### src/rtl/pc_pipeline.sv
// Program-counter pipeline: fetch PC generation plus per-stage PC/valid tracking
// with stall bubbles, branch redirect squash, misaligned-target flag and redirect count.
module pc_pipeline #(
  parameter int              XLEN           = 32,
  parameter logic [XLEN-1:0] START_ADDR     = '0,
  parameter int              DEPTH          = 4,
  parameter int              STALL_STAGE    = 1,
  parameter int              REDIRECT_STAGE = 2,
  parameter int              CNT_W          = 16
) (
  input  logic                  clk_i,
  input  logic                  rst_i,
  input  logic                  stall_i,
  input  logic                  redirect_valid_i,
  input  logic [XLEN-1:0]       redirect_target_i,
  output logic [XLEN-1:0]       fetch_pc_o,
  output logic [DEPTH*XLEN-1:0] stage_pc_o,
  output logic [DEPTH-1:0]      stage_valid_o,
  output logic                  misaligned_o,
  output logic [CNT_W-1:0]      redirect_count_o
);

  if (DEPTH < 3 || STALL_STAGE < 0 || STALL_STAGE >= REDIRECT_STAGE ||
      REDIRECT_STAGE > DEPTH - 1) begin : g_param_check
    $error("pc_pipeline: illegal DEPTH/STALL_STAGE/REDIRECT_STAGE combination");
  end

  logic [XLEN-1:0]  pc_q [DEPTH];
  logic [XLEN-1:0]  pc_d [DEPTH];
  logic [DEPTH-1:0] valid_q, valid_d;
  logic             mis_q, mis_d;
  logic [CNT_W-1:0] cnt_q, cnt_d;
  logic             accept;
  logic             hold;

  // A redirect only counts when the resolving stage holds a live instruction;
  // it also overrides any stall in the same cycle.
  assign accept = redirect_valid_i && valid_q[REDIRECT_STAGE];
  assign hold   = stall_i && !accept;

  always_comb begin
    for (int i = 0; i < DEPTH; i++) begin
      pc_d[i]    = pc_q[i];
      valid_d[i] = valid_q[i];
    end

    if (accept) begin
      pc_d[0] = {redirect_target_i[XLEN-1:2], 2'b00};
    end else if (!hold) begin
      pc_d[0] = pc_q[0] + XLEN'(4);
    end
    valid_d[0] = 1'b1;

    for (int i = 1; i < DEPTH; i++) begin
      if (!(hold && i <= STALL_STAGE)) begin
        pc_d[i]    = pc_q[i-1];
        valid_d[i] = valid_q[i-1];
        if (hold && i == STALL_STAGE + 1) valid_d[i] = 1'b0;
        if (accept && i <= REDIRECT_STAGE) valid_d[i] = 1'b0;
      end
    end

    mis_d = accept && (redirect_target_i[1:0] != 2'b00);
    cnt_d = cnt_q;
    if (accept && !(&cnt_q)) cnt_d = cnt_q + CNT_W'(1);
  end

  always_ff @(posedge clk_i or posedge rst_i) begin
    if (rst_i) begin
      pc_q[0] <= START_ADDR;
      for (int i = 1; i < DEPTH; i++) pc_q[i] <= '0;
      valid_q <= DEPTH'(1);
      mis_q   <= 1'b0;
      cnt_q   <= '0;
    end else begin
      for (int i = 0; i < DEPTH; i++) pc_q[i] <= pc_d[i];
      valid_q <= valid_d;
      mis_q   <= mis_d;
      cnt_q   <= cnt_d;
    end
  end

  for (genvar g = 0; g < DEPTH; g++) begin : g_flat
    assign stage_pc_o[g*XLEN +: XLEN] = pc_q[g];
  end

  assign fetch_pc_o       = pc_q[0];
  assign stage_valid_o    = valid_q;
  assign misaligned_o     = mis_q;
  assign redirect_count_o = cnt_q;

endmodule
### config.mk
export PLATFORM = sky130hd
export DESIGN_NAME = pc_pipeline
export DESIGN_NICKNAME = d
export VERILOG_FILES = /design/src/rtl/pc_pipeline.sv
export SDC_FILE = /design/constraint.sdc
export NUM_CORES = 1
export LEC_CHECK = 0
export CORE_MARGIN = 2
export CORE_UTILIZATION = 45
export DETAILED_ROUTE_END_ITERATION = 10
export PLACE_DENSITY = 0.8
export SETUP_SLACK_MARGIN = 0.02
export SLEW_MARGIN = 20
export SYNTH_ARGS = -nofsm -noshare
export SYNTH_HDL_FRONTEND = slang
export SYNTH_SLANG_ARGS = --single-unit
### constraint.sdc
create_clock -name clk_i -period 5.7 [get_ports clk_i]
set_input_delay 0.855 -clock clk_i [delete_from_list [all_inputs] [get_ports clk_i]]
set_output_delay 0.855 -clock clk_i [all_outputs]
set_load 0.02 [all_outputs]
# Word level (Yosys, flattened, before mapping)
# Cells that the tools add are included.
# totals
regBits	148
wordCells	24
out_inout_bits	181
# classes
n_eq_ne	1
n_addsub	2
reduce_logical	8
muxes	5
# ops
cell	count
2-to-1 mux 32 bit	2
adder 32 x 3 -> 32 bit (second input constant)	1
adder 16 x 1 -> 16 bit (second input constant)	1
AND reduction 16 bit	1
logical AND 1 bit	4
2-to-1 mux 1 bit	3
logical NOT 1 bit	2
inequality test 2 bit (second input constant)	1
nonzero test 2 bit	1

# Depth between registers and ports, before layout
# depth
depth_word	5
ltp_mapped	6
mapped_depth_nobuf	5

# Worst setup path before layout
# Ideal clock, no wire load.
# synth_path
path_type	input-to-reg
startpoint	input stall_i
endpoint	register pc_q, in the netlist fetch_pc_o[31]
stages	6
path_buffers	2
slack_ns	3.155
t_arrival_ns	2.463
cell_sequence	buf_6 > nand3b_1 > or4_1 > buf_2 > or4b_1 > a31oi_1
# synth_via
elab_chain_len	2
# synth_lines
item	line	rtl
start: declaration	13	input logic stall_i,
logical AND 1 bit	39	assign hold = stall_i && !accept;
inequality test 2 bit (no source line)	n/a	
end: declaration	28	logic [XLEN-1:0] pc_q [DEPTH];
# Every way passes these cells.
# A chain may end at the register's enable or synchronous reset.

# Worst setup path after layout
# layout_path
startpoint	input stall_i
endpoint	register pc_q, in the netlist fetch_pc_o[24]
# The elaborated chain is that of the path after synthesis.

==> impl_metrics.env <==
export IMPL_outcome="finished, final reports clean"
export IMPL_synth_seq_area_share_pct=58.0
export IMPL_synth_seq_cells=140
export IMPL_rsz0062_at_grt="false"
export IMPL_cap_violations=0
export IMPL_cts_setup_buffers=0
export IMPL_synthCells=522
export IMPL_p_leak_uw=0.00332
export IMPL_grt_total_usage_pct=20.4
export IMPL_ys_types=43
export IMPL_rrSetupSlack_ps=3250
export IMPL_fp_coreArea_um2=13200
export IMPL_gp_congestion=0.760
export IMPL_hold_path_class="reg -> reg"
export IMPL_pin_count=217
export IMPL_initial_utilization_pct=45.8
export IMPL_synth_warnings=0
export IMPL_cp_max_fo=14
export IMPL_cts_buffers=17
export IMPL_pre_cts_slack_ps=2370
export IMPL_wl_um=14000
export IMPL_regArea_um2=3500
export IMPL_period_share_pct=51.0
export IMPL_yosys_most_used_dff="dfrtp_1"
export IMPL_vdd_drop_max_mv=0.279
export IMPL_holdPathStages=0
export IMPL_avgRoutedWirePerCell_um=17.0
export IMPL_dp_hpwl_um=9780
export IMPL_antenna_found_initial=0
export IMPL_synth_commonest_cells="140 x dfrtp_1, 102 x buf_4, 36 x nand2_1"
export IMPL_endpoint_kind="flop"
export IMPL_via_per_inst=5.13
export IMPL_clkLatencyLatePin_ps=410
export IMPL_worstMarginPinSlew_ps=1060
export IMPL_synth_edff_count=0
export IMPL_synthArstFlopShare_pct=100
export IMPL_cts_max_level=4
export IMPL_fin_nets=673
export IMPL_cts_clk_slew_worst_paths_ps=50
export IMPL_r2r_end="fetch_pc_o[24]"
export IMPL_yosys_area_top_type="dfrtp_1"
export IMPL_cts_sinks=140
export IMPL_critPathKind="in -> reg"
export IMPL_synth_area_um2=6040
export IMPL_fillCellCount=1038
export IMPL_period_needed_ps=2910
export IMPL_die_area_um2=14400
export IMPL_die_height_um=120
export IMPL_rr_startpoint="fetch_pc_o[2]"
export IMPL_ant_nets=0
export IMPL_synth_area_leaders="dfrtp_1 58%, buf_4 13%, mux2_2 5.0%"
export IMPL_layout_setup_ws_ps=2790
export IMPL_p_per_area_nw_per_um2=511
export IMPL_vias=4230
export IMPL_rr_worst_depth=5
export IMPL_setup_viol=0
export IMPL_antenna_cells=0
export IMPL_crit_arrival_ps=3240
export IMPL_power_uw=4150
export IMPL_die_w_um=120
export IMPL_multi_input_area_um2=1690
export IMPL_skew_ps=6.37
export IMPL_clock_root_buffer="clkbuf_16"
export IMPL_cts_hold_buf=0
export IMPL_maxSlewViolCount=0
export IMPL_port_buffers=205
export IMPL_drc=0
export IMPL_grt_pass1_wl_um=22800
export IMPL_dr_pass1_iters=4
export IMPL_yosysTopAreaCellShare_pct=58.0
export IMPL_globalRouteOverflowTotal=0
export IMPL_setup_tns_ps=0
export IMPL_worstHoldStart="stage_pc_o[84]"
export IMPL_area_growth_syn_to_layout_pct=34.5
export IMPL_hold_violations=0
export IMPL_critPathRequiredTime_ps=6030
export IMPL_startpoint_type="input port"
export IMPL_rows=42
export IMPL_grt_max_degree=88
export IMPL_drt_iter0_drc=276
export IMPL_grt_pass1_vias=4386
export IMPL_clk_path_buf_depth=2
export IMPL_slew_limit_headroom_pct=28.4
export IMPL_min_to="stage_pc_o[116]"
export IMPL_drive_above_1_share_pct=9.57
export IMPL_avgSynthCellArea_um2=11.6
export IMPL_tritoncts="done"
export IMPL_max_freq_mhz=344
export IMPL_synth_most_common_cell="dfrtp_1"
export IMPL_cts_repair_resized=0
## layout make-up
| cell class | count | area share [%] |
|---|---|---|
| repair buffers | 207 | 25.5 |
| flip-flops and latches | 140 | 43.1 |
| multi-input cells | 261 | 20.8 |
| inverters | 8 | 0.431 |
| well taps | 176 | 2.71 |
| clock buffers | 22 | 5.72 |
| clock inverters | 10 | 1.71 |
## worst max-delay path, cell delays in order
cell	delay (ps)
clkdlybuf4s50_1	570
nand4b_1	400
or4_1	690
or4_1	540
a31oi_1	170
## stage by stage
stage | cell area (µm²) | hold WS (ps) | cells | util, %
global route | 8120 | 383 | 824 | 61.6
floorplan | 6070 | 355 | 531 | -
detailed placement | 7520 | 364 | 792 | 57.0
global placement | 7520 | 357 | 792 | 57.0
CTS | 8120 | 378 | 824 | 61.6
finish | 8120 | 374 | 824 | 61.6
## report_power, final
| group | internal, µW | switching, µW |
|---|---|---|
| combinational | 731 | 742 |
| sequential | 1280 | 275 |
| clock | 712 | 405 |
| total | 2720 | 1420 |
## worst max path at each step
stage,from,to,cells past startpoint
after floorplan,rst_i,fetch_pc_o[10],1
after global placement,stall_i,fetch_pc_o[24],5
after detailed placement,stall_i,fetch_pc_o[24],5
after CTS,stall_i,fetch_pc_o[24],5
after global routing,stall_i,fetch_pc_o[26],5
final,stall_i,fetch_pc_o[24],5
## metal layers
| metal | wire [µm] | track usage, % | up-vias | share of wire, % |
|---|---|---|---|---|
| met3 | 1030 | 7.03 | 19 | 7.3 |
| met1 | 5620 | 24.1 | 2115 | 40 |
| met2 | 7170 | 34.8 | 167 | 51 |
| met4 | 191 | 6.69 | 0 | 1.4 |
| li1 | - | - | 1929 | - |
| met5 | 0 | 0 | - | 0 |
## kinds of logic after synthesis
family	synth area share (%)
flip-flops	58.0
AND/OR/NAND/NOR	12.3
buffers and inverters	14.6
AO/OA/AOI/OAI	5.91
multiplexers	5.37
XOR/XNOR	3.34
adder cells (fa/ha/maj)	0.414
other	0.124
## placed cells by master, fill, tap and decap left out, types with 3 or more instances in the layout
cell	count
nor3_1	4
nor4_1	5
clkdlybuf4s50_1	205
xnor2_1	10
clkinv_2	3
and3_1	4
nand2_1	36
bufinv_16	3
conb_1	11
and4_1	4
and2_1	3
o21ai_0	23
nand3_1	10
mux2_2	27
o31ai_1	8
or4_1	15
clkbuf_16	17
nand4_1	12
a31oi_1	17
xor2_1	13
or3_1	9
clkbuf_1	3
nor2_1	24
inv_1	7
a21oi_1	5
dfrtp_1	140
## sequential cells by signal (all words and copies together) (netlist names)
| signal | flops |
|---|---|
| stage_valid_o | 3 |
| misaligned_o | 1 |
| fetch_pc_o | 30 |
| stage_pc_o | 90 |
| redirect_count_o | 16 |
(Power assumes the default switching activity.)
